==> src/rtl/game_link_pkg.sv <==
// Shared definitions for the inter-board game-state link (transmitter and receiver).
package game_link_pkg;

  localparam logic [7:0]  SYNC_BYTE      = 8'hA5;
  localparam int unsigned FRAME_LEN      = 10;
  localparam int unsigned PAYLOAD_LEN    = FRAME_LEN - 2;
  localparam int unsigned ENDGAME_BIT    = 0;
  localparam int unsigned WHISTLE_BIT    = 1;
  localparam int unsigned LAST_TOUCH_BIT = 2;

  typedef enum logic [1:0] {HUNT, PAYLOAD, CHECK} frame_state_t;
  typedef enum logic [1:0] {RX_IDLE, RX_START, RX_DATA, RX_STOP} rx_bit_state_t;

  // Element 0 holds B1, element 7 holds B8.
  typedef logic [PAYLOAD_LEN-1:0][7:0] payload_t;

  typedef struct packed {
    logic [11:0] posx;
    logic [11:0] posy;
    logic [11:0] ballx;
    logic [11:0] bally;
    logic [3:0]  score1;
    logic [3:0]  score2;
    logic        endgame;
    logic        last_touch;
  } game_fields_t;

  function automatic game_fields_t unpack_fields(input payload_t p);
    game_fields_t f;
    f.posx       = {p[0], p[1][7:4]};
    f.posy       = {p[1][3:0], p[2]};
    f.ballx      = {p[3], p[4][7:4]};
    f.bally      = {p[4][3:0], p[5]};
    f.score1     = p[6][7:4];
    f.score2     = p[6][3:0];
    f.endgame    = p[7][ENDGAME_BIT];
    f.last_touch = p[7][LAST_TOUCH_BIT];
    return f;
  endfunction

endpackage

==> src/rtl/game_state_rx_if.sv <==
// Game-state bus from the link receiver (master) to the game/render logic (slave).
interface game_state_rx_if;
  logic [11:0] pl1_posx;
  logic [11:0] pl1_posy;
  logic [11:0] ball_xpos;
  logic [11:0] ball_ypos;
  logic [3:0]  score_pl1;
  logic [3:0]  score_pl2;
  logic        endgame;
  logic        last_touch;
  logic        whistle_play;
  logic        frame_valid;
  logic        link_up;
  logic [7:0]  frame_err_cnt;

  modport master (
    output pl1_posx, pl1_posy, ball_xpos, ball_ypos, score_pl1, score_pl2,
           endgame, last_touch, whistle_play, frame_valid, link_up, frame_err_cnt
  );
  modport slave (
    input  pl1_posx, pl1_posy, ball_xpos, ball_ypos, score_pl1, score_pl2,
           endgame, last_touch, whistle_play, frame_valid, link_up, frame_err_cnt
  );
endinterface

==> src/rtl/uart_byte_rx.sv <==
// 8N1 byte receiver: 2-FF synchroniser, mid-bit sampling, one-cycle valid / framing-error pulses.
module uart_byte_rx
  import game_link_pkg::*;
#(
  parameter int unsigned CLKS_PER_BIT = 564
) (
  input  logic       clk65MHz,
  input  logic       rst,
  input  logic       rx,
  output logic [7:0] byte_data,
  output logic       byte_valid,
  output logic       byte_ferr
);

  localparam int unsigned CNT_W = (CLKS_PER_BIT > 2) ? $clog2(CLKS_PER_BIT) : 1;
  localparam logic [CNT_W-1:0] BIT_END  = CNT_W'(CLKS_PER_BIT - 1);
  localparam logic [CNT_W-1:0] HALF_END = CNT_W'(CLKS_PER_BIT / 2 - 1);

  rx_bit_state_t    state_q, state_d;
  logic             sync1_q, sync2_q, prev_q;
  logic [CNT_W-1:0] cnt_q, cnt_d;
  logic [2:0]       bit_q, bit_d;
  logic [7:0]       shift_q, shift_d;
  logic             valid_q, valid_d, ferr_q, ferr_d;

  // Synchroniser resets to idle-high so a reset release never looks like a start edge.
  always_ff @(posedge clk65MHz) begin
    if (rst) begin
      state_q <= RX_IDLE;
      sync1_q <= 1'b1;
      sync2_q <= 1'b1;
      prev_q  <= 1'b1;
      cnt_q   <= '0;
      bit_q   <= '0;
      shift_q <= '0;
      valid_q <= 1'b0;
      ferr_q  <= 1'b0;
    end else begin
      state_q <= state_d;
      sync1_q <= rx;
      sync2_q <= sync1_q;
      prev_q  <= sync2_q;
      cnt_q   <= cnt_d;
      bit_q   <= bit_d;
      shift_q <= shift_d;
      valid_q <= valid_d;
      ferr_q  <= ferr_d;
    end
  end

  always_comb begin
    state_d = state_q;
    cnt_d   = cnt_q + 1'b1;
    bit_d   = bit_q;
    shift_d = shift_q;
    valid_d = 1'b0;
    ferr_d  = 1'b0;
    case (state_q)
      RX_IDLE: begin
        cnt_d = '0;
        if (prev_q && !sync2_q) state_d = RX_START;
      end
      RX_START: begin
        if (cnt_q == HALF_END) begin
          cnt_d   = '0;
          bit_d   = '0;
          state_d = sync2_q ? RX_IDLE : RX_DATA;
        end
      end
      RX_DATA: begin
        if (cnt_q == BIT_END) begin
          cnt_d   = '0;
          shift_d = {sync2_q, shift_q[7:1]};
          if (bit_q == 3'd7) state_d = RX_STOP;
          else               bit_d   = bit_q + 3'd1;
        end
      end
      RX_STOP: begin
        if (cnt_q == BIT_END) begin
          state_d = RX_IDLE;
          valid_d = sync2_q;
          ferr_d  = !sync2_q;
        end
      end
      default: state_d = RX_IDLE;
    endcase
  end

  always_comb begin
    byte_data  = shift_q;
    byte_valid = valid_q;
    byte_ferr  = ferr_q;
  end

endmodule

==> src/rtl/game_state_rx.sv <==
// Game-state link receiver: header hunt, 10-byte frame assembly, XOR check, atomic field update.
module game_state_rx
  import game_link_pkg::*;
#(
  parameter int unsigned CLK_HZ       = 65_000_000,
  parameter int unsigned BAUD         = 115_200,
  parameter int unsigned BYTE_TIMEOUT = 20_000,
  parameter int unsigned LINK_TIMEOUT = 6_500_000
) (
  input  logic            clk65MHz,
  input  logic            rst,
  input  logic            rx,
  game_state_rx_if.master gs
);

  localparam int unsigned CLKS_PER_BIT = CLK_HZ / BAUD;
  localparam int unsigned GAP_W        = $clog2(BYTE_TIMEOUT + 1);
  localparam int unsigned LINK_W       = $clog2(LINK_TIMEOUT + 1);

  logic [7:0] byte_data;
  logic       byte_valid, byte_ferr;

  uart_byte_rx #(.CLKS_PER_BIT(CLKS_PER_BIT)) u_byte_rx (
    .clk65MHz  (clk65MHz),
    .rst       (rst),
    .rx        (rx),
    .byte_data (byte_data),
    .byte_valid(byte_valid),
    .byte_ferr (byte_ferr)
  );

  frame_state_t      state_q, state_d;
  logic [2:0]        wptr_q;
  logic [7:0]        xor_q;
  payload_t          pay_q;
  logic [GAP_W-1:0]  gap_q;
  logic [LINK_W-1:0] link_cnt_q;
  game_fields_t      fields_q;
  logic              whistle_q, fv_q, link_up_q;
  logic [7:0]        err_q;

  logic timeout, start_frame, store_byte, accept, reject;

  assign timeout = (gap_q == GAP_W'(BYTE_TIMEOUT));

  always_ff @(posedge clk65MHz) begin
    if (rst) state_q <= HUNT;
    else     state_q <= state_d;
  end

  // A byte event in the same cycle as the gap limit wins over the timeout.
  always_comb begin
    state_d = state_q;
    case (state_q)
      HUNT:    if (byte_valid && byte_data == SYNC_BYTE) state_d = PAYLOAD;
      PAYLOAD: begin
        if (byte_valid) begin
          if (wptr_q == 3'(PAYLOAD_LEN - 1)) state_d = CHECK;
        end else if (byte_ferr || timeout) begin
          state_d = HUNT;
        end
      end
      CHECK:   if (byte_valid || byte_ferr || timeout) state_d = HUNT;
      default: state_d = HUNT;
    endcase
  end

  always_comb begin
    start_frame = 1'b0;
    store_byte  = 1'b0;
    accept      = 1'b0;
    reject      = 1'b0;
    case (state_q)
      HUNT:    start_frame = byte_valid && (byte_data == SYNC_BYTE);
      PAYLOAD: begin
        store_byte = byte_valid;
        reject     = byte_ferr || (timeout && !byte_valid);
      end
      CHECK: begin
        accept = byte_valid && (byte_data == xor_q);
        reject = (byte_valid && (byte_data != xor_q)) || byte_ferr || (timeout && !byte_valid);
      end
      default: ;
    endcase
  end

  always_ff @(posedge clk65MHz) begin
    if (rst) begin
      wptr_q     <= '0;
      xor_q      <= '0;
      pay_q      <= '0;
      gap_q      <= '0;
      link_cnt_q <= '0;
      fields_q   <= '0;
      whistle_q  <= 1'b0;
      fv_q       <= 1'b0;
      link_up_q  <= 1'b0;
      err_q      <= '0;
    end else begin
      fv_q      <= accept;
      whistle_q <= accept && pay_q[PAYLOAD_LEN-1][WHISTLE_BIT];

      if (start_frame) begin
        wptr_q <= '0;
        xor_q  <= '0;
      end else if (store_byte) begin
        pay_q[wptr_q] <= byte_data;
        xor_q         <= xor_q ^ byte_data;
        wptr_q        <= wptr_q + 3'd1;
      end

      if (state_q == HUNT || byte_valid || byte_ferr) gap_q <= '0;
      else if (!timeout)                              gap_q <= gap_q + 1'b1;

      if (accept) fields_q <= unpack_fields(pay_q);

      if (reject && err_q != 8'hFF) err_q <= err_q + 8'd1;

      if (accept) begin
        link_up_q  <= 1'b1;
        link_cnt_q <= '0;
      end else if (link_up_q) begin
        if (link_cnt_q == LINK_W'(LINK_TIMEOUT - 1)) begin
          link_up_q  <= 1'b0;
          link_cnt_q <= '0;
        end else begin
          link_cnt_q <= link_cnt_q + 1'b1;
        end
      end
    end
  end

  assign gs.pl1_posx      = fields_q.posx;
  assign gs.pl1_posy      = fields_q.posy;
  assign gs.ball_xpos     = fields_q.ballx;
  assign gs.ball_ypos     = fields_q.bally;
  assign gs.score_pl1     = fields_q.score1;
  assign gs.score_pl2     = fields_q.score2;
  assign gs.endgame       = fields_q.endgame;
  assign gs.last_touch    = fields_q.last_touch;
  assign gs.whistle_play  = whistle_q;
  assign gs.frame_valid   = fv_q;
  assign gs.link_up       = link_up_q;
  assign gs.frame_err_cnt = err_q;

endmodule

==> src/flat_wrapper.sv <==
// flat-port wrapper written by rule: the top's interface ports become plain ports
module game_state_rx_flat import game_link_pkg::*;
#(
  parameter int unsigned CLK_HZ       = 65_000_000,
  parameter int unsigned BAUD         = 115_200,
  parameter int unsigned BYTE_TIMEOUT = 20_000,
  parameter int unsigned LINK_TIMEOUT = 6_500_000
)
  (clk65MHz, rst, rx, gs_pl1_posx, gs_pl1_posy, gs_ball_xpos, gs_ball_ypos, gs_score_pl1, gs_score_pl2, gs_endgame, gs_last_touch, gs_whistle_play, gs_frame_valid, gs_link_up, gs_frame_err_cnt);
  game_state_rx_if gs_i ();
  input  logic clk65MHz;
  input  logic rst;
  input  logic rx;
  output wire logic [$bits(gs_i.pl1_posx)-1:0] gs_pl1_posx;
  output wire logic [$bits(gs_i.pl1_posy)-1:0] gs_pl1_posy;
  output wire logic [$bits(gs_i.ball_xpos)-1:0] gs_ball_xpos;
  output wire logic [$bits(gs_i.ball_ypos)-1:0] gs_ball_ypos;
  output wire logic [$bits(gs_i.score_pl1)-1:0] gs_score_pl1;
  output wire logic [$bits(gs_i.score_pl2)-1:0] gs_score_pl2;
  output wire logic [$bits(gs_i.endgame)-1:0] gs_endgame;
  output wire logic [$bits(gs_i.last_touch)-1:0] gs_last_touch;
  output wire logic [$bits(gs_i.whistle_play)-1:0] gs_whistle_play;
  output wire logic [$bits(gs_i.frame_valid)-1:0] gs_frame_valid;
  output wire logic [$bits(gs_i.link_up)-1:0] gs_link_up;
  output wire logic [$bits(gs_i.frame_err_cnt)-1:0] gs_frame_err_cnt;
  assign gs_pl1_posx = gs_i.pl1_posx;
  assign gs_pl1_posy = gs_i.pl1_posy;
  assign gs_ball_xpos = gs_i.ball_xpos;
  assign gs_ball_ypos = gs_i.ball_ypos;
  assign gs_score_pl1 = gs_i.score_pl1;
  assign gs_score_pl2 = gs_i.score_pl2;
  assign gs_endgame = gs_i.endgame;
  assign gs_last_touch = gs_i.last_touch;
  assign gs_whistle_play = gs_i.whistle_play;
  assign gs_frame_valid = gs_i.frame_valid;
  assign gs_link_up = gs_i.link_up;
  assign gs_frame_err_cnt = gs_i.frame_err_cnt;
  game_state_rx #(.CLK_HZ(CLK_HZ), .BAUD(BAUD), .BYTE_TIMEOUT(BYTE_TIMEOUT), .LINK_TIMEOUT(LINK_TIMEOUT)) u_core (.clk65MHz(clk65MHz), .rst(rst), .rx(rx), .gs(gs_i));
endmodule
==> config.mk <==
export PLATFORM = sky130hd
export DESIGN_NAME = game_state_rx_flat
export DESIGN_NICKNAME = d
export VERILOG_FILES = /design/src/rtl/game_link_pkg.sv /design/src/rtl/game_state_rx_if.sv /design/src/rtl/uart_byte_rx.sv /design/src/rtl/game_state_rx.sv /design/src/flat_wrapper.sv
export SDC_FILE = /design/constraint.sdc
export NUM_CORES = 1
export LEC_CHECK = 0
export ABC_AREA = 0
export BUFFER_PORTS_ARGS = -buffer_cell sky130_fd_sc_hd__buf_2
export CORE_MARGIN = 2
export CORE_UTILIZATION = 55
export DETAILED_ROUTE_END_ITERATION = 12
export GPL_TIMING_DRIVEN = 0
export PLACE_DENSITY_LB_ADDON = 0.05
export SYNTH_ARGS = -nofsm -noshare
export SYNTH_HDL_FRONTEND = slang
export SYNTH_SLANG_ARGS = --single-unit
==> constraint.sdc <==
create_clock -name clk65MHz -period 2.7 [get_ports clk65MHz]
set_input_delay 0.405 -clock clk65MHz [delete_from_list [all_inputs] [get_ports clk65MHz]]
set_output_delay 0.405 -clock clk65MHz [all_outputs]
set_load 0.05 [all_outputs]
Yosys cells after proc, flatten, opt, wreduce, memory -nomap -nowiden --
Cells that the tools add are included.
Word-level totals: flip-flop bits (word level) 212, logic and storage cells 132
Cells by class: add/subtract/negate cells 6, $lt $le $gt $ge 2, equality and inequality tests 25, muxes and demuxes 31, bitwise gates (word level) 4, reductions and logical operators 30
Operators by type and width (count):
- bitwise mux 64 bit | 1
- one-hot mux 10 bit (3 select lines) | 1
- demux 8 bit (select 3 bit) | 1
- adder 23 x 1 -> 23 bit (second input constant) | 1
- equality test 23 bit (second input constant) | 1
- two-way mux 23 bit | 1
- two-way mux 2 bit | 11
- two-way mux 10 bit | 2
- adder 15 x 1 -> 15 bit (second input constant) | 1
- equality test 15 bit (second input constant) | 1
- != test 2 bit (second input constant) | 6
- adder 10 x 1 -> 10 bit (second input constant) | 1
- equality test 10 bit (second input constant) | 1
- equality test 10 x 9 -> 1 bit (second input constant) | 1
- two-way mux 3 bit | 3
- adder 8 x 1 -> 8 bit (second input constant) | 1
- equality test 8 bit | 1
- equality test 8 bit (second input constant) | 1
- logical AND 1 bit | 8
- logical OR 1 bit | 8
- two-way mux 8 bit | 1
- != test 8 bit | 1
- != test 8 bit (second input constant) | 1
- one-hot mux 2 bit (4 select lines) | 1
- 22 further kinds | 42

Depth between registers and ports, before layout --
Gate-level depths: netlist of run 1.
depth in word-level cells 6, gate-level depth with buffers 9, gate-level depth less buffers 8

Cells and area by module --
A second synthesis of run 1 with hierarchy kept.
Second synthesis, totals: cells, all modules 824, area total of the unflattened synthesis 8180.3 µm²
Modules (own cells, without submodules):
- game_state_rx | instances 1, cells an instance 699, area each 6964.2 µm²
- uart_byte_rx | instances 1, cells an instance 125, area each 1216.2 µm²

Worst setup path before layout of run 1 --
OpenSTA, ideal clock, no wires.
kind register to register, start reg u_core.link_up_q (netlist: u_core.gs.link_up), end reg u_core.link_cnt_q[11], setup time 117 ps, data arrival time 1941 ps, required time 2583 ps, setup slack 642 ps, cell stages (with the launch flop) 7, cells stage by stage dfxtp_1 > clkbuf_1 > nand3_1 > or3_1 > nand2_1 > buf_2 > nor2_1
RTL lines:
- start, declared | line game_state_rx.sv:39 | logic whistle_q, fv_q, link_up_q;
- start signal, assigned | line game_state_rx.sv:97 | link_up_q <= 1'b0;
- start signal, assigned | line game_state_rx.sv:120 | link_up_q <= 1'b1;
- start signal, assigned | line game_state_rx.sv:124 | link_up_q <= 1'b0;
- end signal, assigned | line game_state_rx.sv:127 | link_cnt_q <= link_cnt_q + 1'b1;
- end, declared | line game_state_rx.sv:37 | logic [LINK_W-1:0] link_cnt_q;

Worst setup path after layout of run 1 --
start reg u_core.u_byte_rx.shift_q[1] (netlist: u_core.u_byte_rx.byte_data[1]), end reg u_core.link_cnt_q[16]
Between the ends: cells in the longest elaborated chain, start to end 4
RTL lines:
- start, declared | line uart_byte_rx.sv:23 | logic [7:0] shift_q, shift_d;
- start signal, assigned | line uart_byte_rx.sv:45 | shift_q <= shift_d;
- equality test 8 bit | line game_state_rx.sv:80 | accept = byte_valid && (byte_data == xor_q);
- logical AND 1 bit | line game_state_rx.sv:80
- two-way mux 1 bit | line game_state_rx.sv:73 | case (state_q)
- OR reduction 2 bit (no line)
Every way passes these cells. A chain may end at the register's enable or synchronous reset.

==> results of run 1 <==
==> per-stage QoR <==
step	setup WS, ns	power, uW	instances	hold slack, ns
after floorplan	0.642	3200	808	0.389
after global placement	0.488	3230	1063	0.392
after detailed placement	0.461	3230	1063	0.400
after CTS	0.440	6040	1100	0.0878
after global routing	0.271	6180	1100	0.0955
final	0.447	5980	1100	0.0984
==> flip-flops by register name, indices dropped and copies added, names as in the netlist, 2 cells and up, named ones only <==
signal                      count
u_core.xor_q                    8
u_core.gs.ball_ypos            12
u_core.gs.frame_err_cnt         8
u_core.link_cnt_q              23
u_core.gs.pl1_posx             12
u_core.wptr_q                   3
u_core.gs.score_pl1             4
u_core.u_byte_rx.cnt_q         10
u_core.gap_q                   15
u_core.gs.score_pl2             4
u_core.state_q                  2
u_core.u_byte_rx.bit_q          3
u_core.gs.ball_xpos            12
u_core.pay_q                   59
u_core.gs.pl1_posy             12
u_core.u_byte_rx.byte_data      8
==> routing by layer <==
layer	GRT usage (%)	share of wire, %
met5	0	0
met2	37.8	47
met1	30.2	46
met4	6.21	2.4
met3	4.28	4.4
==> layout make-up <==
cell class / instances / area (sq um)
Sequential cell: 207 / 4140
Clock inverter: 3 / 26.3
Inverter: 10 / 37.5
Clock buffer: 34 / 656
Timing Repair Buffer: 71 / 355
Tap cell: 184 / 230
Fill cell: 1174 / 5070
Buffer: 45 / 199
Multi-Input combinational cell: 546 / 3700
==> layout by cell type, fill, tap and decap left out, types with 3 or more instances in the layout <==
cell type,count
a21oi_1,18
a22o_1,58
and2_1,4
and3_1,7
and4_1,3
buf_2,80
clkbuf_1,39
clkbuf_16,22
clkbuf_8,6
dfxtp_1,207
ha_1,13
inv_1,10
mux2i_1,72
nand2_1,45
nand2b_1,5
nand3_1,26
nand3b_1,3
nand4_1,10
nor2_1,138
nor2_2,4
nor2b_1,6
nor3_1,11
nor3b_1,3
nor4_1,4
nor4bb_1,6
o21ai_0,11
or2_2,5
or3_1,6
or4_1,4
xnor2_1,16
xor2_1,40
==> logic make-up after synthesis <==
family,after synthesis,synth area share (%)
DFF,207,51.3
muxes,73,9.10
xor gates and xnor gates,56,6.07
buffers and inverters,55,2.93
AOI/OAI and AO/OA,96,9.12
and+or+nand+nor,308,19.5
adders and majority gates,13,2.01
==> power by group through the flow <==
stage | Sequential, uW | Combinational (uW) | Clock (uW)
CTS | 3060 | 97.1 | 2870
floorplan | 3130 | 66.0 | 0
detailed placement | 3130 | 97.0 | 0
global placement | 3130 | 94.6 | 0
global route | 3060 | 108 | 3010
finish | 3070 | 96.5 | 2810
==> how the worst max path moves through the flow <==
stage                                              end  slack [ns]
global placement    u_core.link_cnt_q[11]$_SDFFE_PP0P_        0.49
floorplan           u_core.link_cnt_q[11]$_SDFFE_PP0P_        0.64
finish              u_core.link_cnt_q[16]$_SDFFE_PP0P_        0.45
detailed placement  u_core.link_cnt_q[16]$_SDFFE_PP0P_        0.46
CTS                 u_core.link_cnt_q[16]$_SDFFE_PP0P_        0.44
global route        u_core.link_cnt_q[16]$_SDFFE_PP0P_        0.27
==> flow_metrics.tcl, run 1 <==
set metrics [dict create \
    setup_viol 0 \
    cts_root_buffer "clkbuf_16" \
    critPathLaunch "u_core.u_byte_rx.byte_data[1]$_SDFFE_PP0P_" \
    io_pins 72 \
    synthCells 808 \
    antenna_found_initial 0 \
    worstPathCellList "xor2_1 -> nor4_4 -> a41oi_2 -> nand2_1 -> buf_2 -> nor2_1" \
    min_from "rx" \
    crit_path_start_kind "register" \
    worst-path-max-fanout 10 \
    synthArstFlopShare_pct 0 \
    fin_crit_sh_pct 83.4 \
    finalWeightedCongestion 0.789 \
    hpwl_mm 12.3 \
    worstSetupPathType "reg2reg" \
    status "finished clean" \
    ys_seq_elements 207 \
    pwr-share-clk_pct 47.1 \
    drive_above_1_share_pct 15.1 \
    p_seq_share_pct 51.3 \
    ys_types 56 \
    area.growth.synth_to_final_pct 15.7 \
    critical_path_depth 6 \
    dr.pass1.iters 5 \
    path_buf_inv 1 \
    yosysTopAreaCell "dfxtp_1" \
    rows 44 \
    tightest_slew_ns 0.730 \
    yosysSeqAreaShare_pct 51.3 \
    final_area_sq_mm 0.00935 \
    die-area_sq_mm 0.0157 \
    p_per_area_mw_per_mm2 639 \
    maxSlewHeadroom_pct 51.3 \
    hold_end "u_core.u_byte_rx.sync1_q$_SDFF_PP1_" \
    syn_nets 824 \
    grt_max_degree 14 \
    synth.most_common_cell "dfxtp_1" \
    clock_sinks 207 \
    grt_pass1_vias 5945 \
    pwr-share-comb_pct 1.6 \
    routed_wl_mm 17.9 \
    fmax_mhz 444 \
    synth-edff-count 0 \
    hold_path_depth 2 \
    rsz0062_at_grt "false" \
    r2r-start "u_core.u_byte_rx.byte_data[1]$_SDFFE_PP0P_" \
    leakage_uw 0.00394 \
    cts_tree "done" \
    fin_crit_ns 2.25 \
    skew_ns 0.0168 \
    r2r_slack_ns 0.45 \
    core-area_sq_mm 0.0144 \
    ctsHoldBuffers 0 \
    hp-class "in2reg" \
    drv_slew 0 \
    critical-path-max-stage-delay_ns 0.61 \
    crit_arrival_ns 2.67 \
    fp.dieH_microns 125 \
    worstPathRequired_ns 3.12 \
    cap_violations 0 \
    p_int_uw 4750 \
    synth_ff_type "dfxtp_1" \
    synth.area.top_cells "dfxtp_1, mux2i_1, nor2_1, a22o_1, xor2_1" \
    clkTransAtPathRegs_ns 0.06 \
    cp_slowest_cell "a41oi_2" \
    ys_warn_count 0 \
    wire_per_inst_microns 16.3 \
    synth_common_cells "dfxtp_1, nor2_1, mux2i_1" \
    numCtsBuffers 22 \
    grt_overflow_total 0 \
    n_antenna_cell 0 \
    start_util_pct 56.0 \
    placed_area_sq_mm 0.00867 \
    cts_buffer_depth 3 \
    yosysTopAreaCellShare_pct 51.3 \
    grt_pass1_wl_mm 29.5 \
    reg2reg_to "u_core.link_cnt_q[16]$_SDFFE_PP0P_" \
    syn_area_sq_mm 0.00808 \
    drt-vias-per-instance 5.44 \
    cts_resized 0 \
    htreeDepth 1 \
    ant_nets 0 \
    grt_util_all_layers_pct 22.6 \
    peakVddDrop_mv 0.473 \
    final_nets 919 \
    critPathTopFamily "compound AO/OA/AOI/OAI gates" \
    fin_tns_setup_ns 0 \
    swShare_pct 20.6 \
    finalHoldViolations 0 \
    postCtsSetupBuffers 0 \
    syn_area_per_cell_sq_um 10.0 \
    remaining_drc_errors 0 \
    final_util_pct 64.8 \
    die_w_microns 125 \
    vias 5985 \
    reg2reg_depth 6 \
    crit_path_end_kind "register" \
    portBuffers 71 \
    insertion_delay_ns 0.50 \
    p_switching_uw 1230 \
    drtIter0Drc 318 \
]
Note: power is estimated with default switching activity, not from simulation.
==> inputs of run 2 (changes only) <==
--- a/config.mk
+++ b/config.mk
@@ -8,7 +8,7 @@
 export ABC_AREA = 0
 export BUFFER_PORTS_ARGS = -buffer_cell sky130_fd_sc_hd__buf_2
 export CORE_MARGIN = 2
-export CORE_UTILIZATION = 55
+export CORE_UTILIZATION = 53
 export DETAILED_ROUTE_END_ITERATION = 12
 export GPL_TIMING_DRIVEN = 0
 export PLACE_DENSITY_LB_ADDON = 0.05
==> constraint.sdc (replaced) <==
create_clock -name clk65MHz -period 1.8 [get_ports clk65MHz]
set_input_delay 0.27 -clock clk65MHz [delete_from_list [all_inputs] [get_ports clk65MHz]]
set_output_delay 0.27 -clock clk65MHz [all_outputs]
set_load 0.05 [all_outputs]
==> run 2 against run 1 <==
The flow now finishes with violations (negative setup slack); die area increased by 3.7%; flip-flop and latch count stayed put; hold slack better by 0.19 ns; sequential share of layout area shrank 5.2 points; sequential power up 50%; combinational power increased to 2.6 times the previous value; largest cell class is now multi-input gates; largest power group unchanged.
==> flow_metrics.tcl, run 2 (same netlist as run 1, synthesis figures left out) <==
set metrics [dict create \
    grtUsageMet3_pct 4.90 \
    cp_slowest_cell "dfxtp_2" \
    n_antenna_cell 0 \
    drt-vias-per-instance 5.48 \
    drive_above_1_share_pct 30.6 \
    fin_crit_ns 1.98 \
    mostFrequentLayoutCells "dfxtp_1, nor2_1, buf_2" \
    routed_wl_mm 20.0 \
    fp.dieH_microns 127 \
    peakVddDrop_mv 0.757 \
    numCtsBuffers 22 \
    rows 45 \
    hold_path_depth 3 \
    core-area_sq_mm 0.0150 \
    top_regs "u_core.pay_q x59, u_core.link_cnt_q x23, u_core.gap_q x15" \
    crit_path_end_kind "register" \
    regMostFlops "u_core.pay_q" \
    tightest_slew_ns 0.824 \
    fin_crit_sh_pct 110 \
    met1_usage_pct 30.2 \
    crit_path_start_kind "register" \
    min_from "rst" \
    nFillCells 1140 \
    cts_root_buffer "clkbuf_16" \
    fmax_mhz 506 \
    die-area_sq_mm 0.0163 \
    die_w_microns 127 \
    grt_overflow_total 0 \
    worst-path-max-fanout 6 \
    hold_end "u_core.wptr_q[1]$_SDFFE_PP0P_" \
    worstSetupPathType "reg2reg" \
    io_pins 72 \
    setup_viol 117 \
    layout_commonest_cell "dfxtp_1" \
    dp_cells 1067 \
    final_nets 967 \
    grt_use_met2_pct 40.7 \
    cts_buffer_depth 3 \
    reg2reg_to "u_core.gs.pl1_posy[8]$_SDFFE_PP0P_" \
    cap_violations 0 \
    drv_slew 0 \
    finalHoldViolations 0 \
    status "finished with violations" \
    drtIter0Drc 295 \
    start_util_pct 53.8 \
    grt_pass1_vias 6256 \
    rsz0062_at_grt "true" \
    r2r-start "u_core.xor_q[0]$_SDFFE_PP0P_" \
    grt_util_all_layers_pct 23.8 \
    worstPathRequired_ns 2.19 \
    largest_reg_flops 59 \
    skew_ns 0.0108 \
    crit_arrival_ns 2.37 \
    finalWeightedCongestion 0.793 \
    clkTransAtPathRegs_ns 0.06 \
    p_per_area_mw_per_mm2 874 \
    grt_max_degree 14 \
    clock_sinks 207 \
    remaining_drc_errors 0 \
    grt_pass1_wl_mm 31.4 \
    maxSlewHeadroom_pct 45.1 \
    grt.busiest_layer "met2" \
    dr.pass1.iters 5 \
    area.growth.synth_to_final_pct 32.4 \
    stdcell_count 1155 \
    worstPathCellList "xor2_2 -> nor4_4 -> buf_4 -> buf_6 -> a41oi_4 -> buf_12 -> clkbuf_16 -> a22o_1" \
    hp-class "in2reg" \
    reg2reg_depth 8 \
    critPathTopFamily "buffers and inverters" \
    htreeDepth 1 \
    violations "negative setup slack" \
    leakage_uw 0.00443 \
    fin_hold_ws_ns 0.286 \
    r2r_slack_ns -0.18 \
    fin_ws_ns -0.178 \
    hpwl_mm 12.0 \
    ant_nets 0 \
    cts_tree "done" \
    vias 6332 \
    path_buf_inv 4 \
    antenna_found_initial 0 \
    critical-path-max-stage-delay_ns 0.33 \
    wire_per_inst_microns 17.3 \
    portBuffers 71 \
    insertion_delay_ns 0.51 \
]
run 2: changes by cell type in the layout (fill, tap and decap cells not counted), sizes merged:
cell / change
bufinv: +2
dlygate4sd3: +1
buf: +51
a41oi: +1
clkbuf: -7
clkinv: +3
run 2: through the flow:
step | worst slack, ns | total power, uW | area [sq um] | util [%] | setup TNS (ns)
CTS | -0.107 | 9420 | 10100 | 67.5 | -3.99
detailed placement | -0.523 | 4850 | 8710 | 57.9 | -40.32
global route | -0.216 | 9670 | 10700 | 71.2 | -15.25
floorplan | 0.00218 | 4800 | 8120 | - | 0
finish | -0.178 | 9350 | 10700 | 71.2 | -8.29
global placement | -0.450 | 4840 | 8710 | 57.9 | -36.25
run 2: cell type report:
type | instances | area, sq um | share of cell area (%)
inverters | 10 | 37.5 | 0.351
well taps | 188 | 235 | 2.20
multi-input cells | 547 | 4280 | 40.0
flip-flops and latches | 207 | 4180 | 39.1
plain buffers | 42 | 337 | 3.15
clock inverters | 8 | 105 | 0.982
clock buffers | 32 | 628 | 5.87
repair buffers | 121 | 895 | 8.36
run 2: report_power, final:
| group | switching (uW) | total, uW | internal [uW] |
|---|---|---|---|
| logic | 148 | 255 | 108 |
| registers | 7.18 | 4590 | 4590 |
| clock network | 1780 | 4500 | 2720 |
run 2: worst max path at each step:
stage                                                     from  slack [ns]                                 endpoint  depth (start not counted)
CTS                               u_core.xor_q[1]$_SDFFE_PP0P_       -0.11  u_core.gs.frame_err_cnt[2]$_SDFFE_PP0P_                          7
global placement    u_core.u_byte_rx.byte_data[2]$_SDFFE_PP0P_       -0.45       u_core.link_cnt_q[11]$_SDFFE_PP0P_                          6
global route                      u_core.gap_q[0]$_SDFFE_PP0N_       -0.22  u_core.gs.frame_err_cnt[6]$_SDFFE_PP0P_                          9
detailed placement  u_core.u_byte_rx.byte_data[2]$_SDFFE_PP0P_       -0.52       u_core.link_cnt_q[14]$_SDFFE_PP0P_                          6
floorplan                         u_core.gs.link_up$_SDFF_PP0_       0.002       u_core.link_cnt_q[11]$_SDFFE_PP0P_                          6
finish                            u_core.xor_q[0]$_SDFFE_PP0P_       -0.18       u_core.gs.pl1_posy[8]$_SDFFE_PP0P_                          8
run 2: layer usage:
layer  vias up  part of all wire [%]
met5         -                     0
met2       123                    50
met4         0                   2.3
met1      3073                    43
li1       3097                     -
met3        39                   4.4
run 2: repair_timing:
action                     4_1_cts  5_1_grt
resized for setup               88      127
setup endpoints to repair      181      180
hold endpoints to repair         1        0
pin swaps                       67       42
setup buffers                   32        9
gates cloned                     8        1
hold buffers                     1        0
run 2: worst min-delay path, delay by kind of cell:
kind | cells | cell delay (ns)
buffers and inverters | 1 | 0.21
AOI/OAI and AO/OA | 1 | 0.06
and+or+nand+nor | 1 | 0.19
